==> src/rtl/pipe_stage_reg.sv <==
// pipe_stage_reg
// Parametrised pipeline register placed between stages of the 5-stage MIPS
// core (IF/ID, ID/EX, EX/MEM, MEM/WB). It moves a control bundle and a data
// bundle through DEPTH register slices, and each slice has its own valid bit.
// The hazard unit drives stall (hold every slice) and flush (turn every slice
// into a NOP bubble). Two saturating counters record bubbles and stalls.
//
// Ports
//   clk         in   1       clock, rising edge
//   reset       in   1       asynchronous, active-high reset
//   stall       in   1       hold every slice unchanged this cycle
//   flush       in   1       kill every slice this cycle (takes priority over stall)
//   valid_in    in   1       upstream entry is a real instruction
//   ctrl_in     in   CTRL_W  control bundle from upstream stage
//   data_in     in   DATA_W  data bundle from upstream stage
//   valid_out   out  1       valid bit of last slice
//   ctrl_out    out  CTRL_W  control bundle of last slice
//   data_out    out  DATA_W  data bundle of last slice
//   bubble_cnt  out  CNT_W   invalid entries loaded into slice 0 (saturating)
//   stall_cnt   out  CNT_W   stall cycles not overridden by flush (saturating)

module pipe_stage_reg #(
  parameter int CTRL_W = 10,
  parameter int DATA_W = 143,
  parameter int DEPTH  = 1,
  parameter int CNT_W  = 16
) (
  input  logic              clk,
  input  logic              reset,
  input  logic              stall,
  input  logic              flush,
  input  logic              valid_in,
  input  logic [CTRL_W-1:0] ctrl_in,
  input  logic [DATA_W-1:0] data_in,
  output logic              valid_out,
  output logic [CTRL_W-1:0] ctrl_out,
  output logic [DATA_W-1:0] data_out,
  output logic [CNT_W-1:0]  bubble_cnt,
  output logic [CNT_W-1:0]  stall_cnt
);

  logic              valid_q [DEPTH];
  logic              valid_d [DEPTH];
  logic [CTRL_W-1:0] ctrl_q  [DEPTH];
  logic [CTRL_W-1:0] ctrl_d  [DEPTH];
  logic [DATA_W-1:0] data_q  [DEPTH];
  logic [DATA_W-1:0] data_d  [DEPTH];

  logic [CNT_W-1:0]  bubble_q;
  logic [CNT_W-1:0]  bubble_d;
  logic [CNT_W-1:0]  stall_q;
  logic [CNT_W-1:0]  stall_d;

  logic              hold;
  logic              advance;
  logic              loadBubble;

  // Flush overrides stall. A held cycle is a stall that no flush overrides.
  assign hold       = stall & ~flush;
  assign advance    = ~stall & ~flush;
  // Slice 0 receives an invalid entry when it is flushed or when it advances with an empty input.
  assign loadBubble = flush | (advance & ~valid_in);

  // Next state of the slices. Control is zeroed whenever valid is zero, so a
  // dead slice can never cause RegWrite/MemWrite/Branch side effects. Data is
  // left alone on flush because it is harmless without control.
  always_comb begin
    for (int k = 0; k < DEPTH; k++) begin
      valid_d[k] = valid_q[k];
      ctrl_d[k]  = ctrl_q[k];
      data_d[k]  = data_q[k];
    end

    if (flush) begin
      for (int k = 0; k < DEPTH; k++) begin
        valid_d[k] = 1'b0;
        ctrl_d[k]  = '0;
      end
    end else if (advance) begin
      valid_d[0] = valid_in;
      ctrl_d[0]  = valid_in ? ctrl_in : '0;
      data_d[0]  = data_in;
      for (int k = 1; k < DEPTH; k++) begin
        valid_d[k] = valid_q[k-1];
        ctrl_d[k]  = ctrl_q[k-1];
        data_d[k]  = data_q[k-1];
      end
    end
  end

  // The performance counters stop at all-ones and do not wrap.
  always_comb begin
    bubble_d = bubble_q;
    stall_d  = stall_q;
    if (loadBubble && (bubble_q != '1)) begin
      bubble_d = bubble_q + CNT_W'(1);
    end
    if (hold && (stall_q != '1)) begin
      stall_d = stall_q + CNT_W'(1);
    end
  end

  always_ff @(posedge clk or posedge reset) begin
    if (reset) begin
      for (int k = 0; k < DEPTH; k++) begin
        valid_q[k] <= 1'b0;
        ctrl_q[k]  <= '0;
        data_q[k]  <= '0;
      end
      bubble_q <= '0;
      stall_q  <= '0;
    end else begin
      for (int k = 0; k < DEPTH; k++) begin
        valid_q[k] <= valid_d[k];
        ctrl_q[k]  <= ctrl_d[k];
        data_q[k]  <= data_d[k];
      end
      bubble_q <= bubble_d;
      stall_q  <= stall_d;
    end
  end

  assign valid_out  = valid_q[DEPTH-1];
  assign ctrl_out   = ctrl_q[DEPTH-1];
  assign data_out   = data_q[DEPTH-1];
  assign bubble_cnt = bubble_q;
  assign stall_cnt  = stall_q;

endmodule
==> config.mk <==
export PLATFORM = sky130hd
export DESIGN_NAME = pipe_stage_reg
export DESIGN_NICKNAME = d
export VERILOG_FILES = /design/src/rtl/pipe_stage_reg.sv
export SDC_FILE = /design/constraint.sdc
export NUM_CORES = 1
export LEC_CHECK = 0
export CORE_MARGIN = 2
export CORE_UTILIZATION = 44
export DETAILED_ROUTE_END_ITERATION = 10
export GPL_TIMING_DRIVEN = 0
export PLACE_DENSITY_LB_ADDON = 0.3
export RECOVER_POWER = 100
export SETUP_SLACK_MARGIN = 0.02
export SLEW_MARGIN = 15
export SYNTH_ARGS = -nofsm -noshare
export SYNTH_HDL_FRONTEND = slang
export SYNTH_SLANG_ARGS = --single-unit
==> constraint.sdc <==
create_clock -name clk -period 17.4 [get_ports clk]
set_input_delay 2.61 -clock clk [delete_from_list [all_inputs] [get_ports clk]]
set_output_delay 2.61 -clock clk [all_outputs]
set_load 0.01 [all_outputs]
## Word-level counts from Yosys, hierarchy flattened

Cells that the tools add are included.

- Output and inout port bits: 186
- Bits in writable memories: 0
- Memories: 0
- Memory bits (read-only): 0
- Bits in latches: 0
- Logic and storage cells: 25
- Input port bits: 158
- Flip-flop bits (word level): 186

- Shifts and indexed selects: 0
- Div/mod/pow operators: 0
- Multipliers: 0
- Reductions and logical operators: 4
- Eq/ne operators: 2
- $add $sub $neg: 2
- Bitwise logic cells: 7
- Order comparisons: 0
- Muxes and demuxes: 5

Operators by type and width:

| cell | number |
|---|---|
| $add A16 B1 Y16 const B | 2 |
| $ne A16 B16 Y1 const B | 2 |
| $mux W10 | 3 |
| $and A1 B1 Y1 | 3 |
| $not A1 Y1 | 3 |
| $logic_and A1 B1 Y1 | 2 |
| $mux W1 | 2 |
| $reduce_and A2 Y1 | 1 |
| $reduce_bool A2 Y1 | 1 |
| $or A1 B1 Y1 | 1 |

## Logic depth before layout (Yosys ltp)

- Depth after elaboration: 5
- Depth in mapped cells: 6
- Depth with buffers taken out: 5

## Least setup slack after synthesis

No wires, ideal clock.

- Kind: in2reg
- Start: input stall
- End: register data_q (netlist bit data_out[27])
- Slack: 13.525 ns
- Arrival: 3.750 ns
- Required time: 17.275 ns
- Path buffers: 3
- Library setup time: 0.125 ns
- Stages: 5
- Path through: clkbuf_2 nor2_1 buf_2 buf_2 mux2_2

- Cells in the longest elaborated chain, start to end: 3

RTL lines:

| element | line | text |
|---|---|---|
| from (decl) | 30 | `input logic stall,` |
| $not A1 Y1 | 60 | `assign advance = ~stall & ~flush;` |
| $and A1 B1 Y1 | 60 |  |
| $reduce_and A2 Y1 (no line) | -- |  |
| to (signal, indexed assignment) | 116 | `data_q[k] <= data_d[k];` |
| to (decl) | 46 | `logic [DATA_W-1:0] data_q [DEPTH];` |

No other way between the ends.
A chain may end at the register's enable or synchronous reset.

==> results.sh <==
export IMPL_outcome="finished with violations"
export IMPL_violations="max-capacitance violations, max-slew violations"
export IMPL_first_pass_iters=4
export IMPL_path_delay_family="buffers and inverters"
export IMPL_final_cells=1098
export IMPL_r2r_start="bubble_cnt[8]$_DFFE_PP0P_"
export IMPL_synth_area_um2=7320
export IMPL_grt_use_total=0.234
export IMPL_synth_edf_count=0
export IMPL_avgSynthCellArea_um2=14.5
export IMPL_gp_congestion=0.840
export IMPL_tightest_slew_ns=3.39
export IMPL_ir_worst_vdd_mv=0.0673
export IMPL_required_ns=17.37
export IMPL_yosysSeqAreaShare=0.636
export IMPL_cts_setup_buffers=0
export IMPL_critPathLaunchType="input pin"
export IMPL_leakage_uw=0.00495
export IMPL_end_kind="asynchronous set/reset pin"
export IMPL_insertion_delay_ns=0.43
export IMPL_io_buffers=342
export IMPL_cp_num_buf_inv=2
export IMPL_hp_class="flop to flop"
export IMPL_ctsResizeCount=0
export IMPL_worst_hold_slack_ns=0.500
export IMPL_routed_wl_met3_mm=1.69
export IMPL_maxSlewViolCount=88
export IMPL_drive_gt1_frac=0.210
export IMPL_setup_viol=0
export IMPL_critical_path_class="input pin to asynchronous set/reset pin"
export IMPL_die_x_um=133
export IMPL_post_place_cells=1066
export IMPL_avgRoutedWirePerCell_um=18.1
export IMPL_htree_levels=4
export IMPL_cts_sinks=186
export IMPL_highest_signal_layer="met4"
export IMPL_ys_flop_type="dfrtp_1"
export IMPL_pre_cts_ws_ns=12.47
export IMPL_yosysWarnings=0
export IMPL_route_detailed_drc=0
export IMPL_drt_met1_wl_mm=7.25
export IMPL_max_cap_violations=2
export IMPL_netlist_area_leader_share=0.636
export IMPL_synthTopCellsByArea="dfrtp_1 64%, mux2_2 22%, xor2_1 3.1%"
export IMPL_critPathLaunch="reset"
export IMPL_cts_hold_buffers_added=0
export IMPL_slew_headroom=-1.28
export IMPL_viasPerCell=4.94
export IMPL_synth_seq_cells=186
export IMPL_fin_crit_sh=0.298
export IMPL_synth_most_common_cell="dfrtp_1"
export IMPL_slowest_stage="clkinvlp_2"
export IMPL_hp_start="data_out[128]$_DFFE_PP0P_"
export IMPL_async_flop_share=1.00
export IMPL_antenna_found_initial=0
export IMPL_syn_num_nets=663
export IMPL_dieHeight_um=133
export IMPL_cts_reportedPaths_clkPinSlew_ns=0.06
export IMPL_fin_skew_ns=0.0112
export IMPL_final_antenna_net_count=0
export IMPL_final_setup_tns_ns=0
export IMPL_grt_pass1_wl_mm=32.2
export IMPL_place_area_um2=11100
export IMPL_vias=5429
export IMPL_clk_path_buf_depth=2
export IMPL_drt_wl_total_mm=19.9
export IMPL_max_clock_freq_ghz=0.193
export IMPL_initial_core_util=0.446
export IMPL_cpPeakStageDelay_ns=1.90
export IMPL_dp_hpwl_mm=15.2
export IMPL_path_cells="dlygate4sd3_1 > clkinvlp_2"
export IMPL_synth_distinct_cells=28
export IMPL_path_max_fanout=77
export IMPL_n_antenna_cell=0
export IMPL_cts_tree="done"
export IMPL_pwr_density_cell_nw_per_um2=108
export IMPL_period_needed_ns=5.18
export IMPL_final_area_um2=11600
export IMPL_area_delta_synth_final_pct=58.5
export IMPL_cts_root_buf="clkbuf_16"
export IMPL_syn_inst=503
export IMPL_yosys_top_cells_count="186 x dfrtp_1, 144 x mux2_2, 27 x nor2_1"
export IMPL_dr_wl_met2_mm=10.4
export IMPL_pin_count=344
export IMPL_fin_ws_ns=12.22
export IMPL_layout_nets=1025
export IMPL_core_um2=16400
export IMPL_numCtsBuffers=17
export IMPL_drt_iter0_drc=153
export IMPL_overflow=0
export IMPL_grt_pass1_vias=6038
export IMPL_std_cell_rows=47
export IMPL_hold_viol_final=0
export IMPL_grt_max_degree=111
export IMPL_rsz0062_at_grt="no"
export IMPL_yosysTopAreaCell="dfrtp_1"
export IMPL_fp_dieArea_um2=17700
export IMPL_cp_arrival_ns=5.15
-- power by group --
group	leakage (uW)	internal [uW]	switching, uW
logic	0.00243	179	126
registers	0.00223	501	52.4
clock network	0.000291	219	171
total	0.00495	899	349
-- placed cells by master, fill, tap and decap left out, types with 2 or more instances in the layout --
cell | Yosys | layout
nor3_1 | 15 | 15
nand2_1 | 25 | 25
nor4_1 | 10 | 10
clkdlybuf4s50_1 | 0 | 153
mux2_2 | 144 | 143
nand3_1 | 5 | 5
o21ai_0 | 2 | 2
dfrtp_1 | 186 | 186
clkinv_4 | 0 | 3
a21oi_1 | 11 | 11
mux2_4 | 2 | 2
bufinv_16 | 0 | 2
inv_1 | 4 | 3
ha_1 | 2 | 2
nor2_1 | 27 | 28
dlygate4sd3_1 | 0 | 189
nand2b_1 | 2 | 2
clkbuf_1 | 4 | 20
nand4_1 | 7 | 7
clkinv_2 | 0 | 2
xor2_1 | 26 | 26
xnor2_1 | 2 | 2
inv_8 | 0 | 2
clkinvlp_4 | 0 | 2
inv_6 | 0 | 3
nand4_2 | 2 | 2
or3_1 | 3 | 4
clkbuf_16 | 0 | 17
-- final timing paths --
kind                                              to  slack (ns)  cells past startpoint
setup / recovery            stall_cnt[1]$_DFFE_PP0P_       12.22                      2
hold / removal             data_out[128]$_DFFE_PP0P_        0.50                      1
setup reg to reg           bubble_cnt[5]$_DFFE_PP0P_       14.64                      4
hold reg to reg            data_out[128]$_DFFE_PP0P_        0.50                      1
max in group clk            data_out[51]$_DFFE_PP0P_       12.40                      5
min in group asynchronous   data_out[85]$_DFFE_PP0P_        3.64                      2
-- final cells by class --
class                   count  area [um^2]
flip-flops and latches    186         4650
plain buffers              21         80.1
fillers                  1081         4810
clock buffers              18          439
inverters                   4         16.3
well taps                 220          275
clock inverters            14          160
repair buffers            343         3450
multi-input cells         292         2520
-- logic make-up (layout without fill, tap and decap cells) --
group / after synthesis / in the layout / synth area share
xor gates and xnor gates: 28 / 28 / 0.0335
and+or+nand+nor: 101 / 101 / 0.0720
DFF: 186 / 186 / 0.636
buffers and inverters: 25 / 400 / 0.0157
AOI/OAI and AO/OA: 15 / 15 / 0.0137
adders and majority gates: 2 / 2 / 0.00342
muxes: 146 / 146 / 0.226
-- per-stage QoR --
stage | total power [uW] | utilization
6_report | 1250 | 0.707
5_1_grt | 1310 | 0.707
4_1_cts | 1290 | 0.710
3_5_place_dp | 899 | 0.674
3_3_place_gp | 886 | 0.671
2_1_floorplan | 683 | -
-- state kept, by name (all words and copies together) (netlist names) --
name and flops:
bubble_cnt 16, ctrl_out 10, data_out 143, stall_cnt 16
valid_out 1
-- layer usage --
metal | vias up | global-route usage
met5 | - | 0
met4 | 0 | 0.0914
met3 | 40 | 0.0839
met2 | 245 | 0.418
met1 | 2649 | 0.253
li1 | 2495 | -
Note: power is estimated with default switching activity, not from simulation.
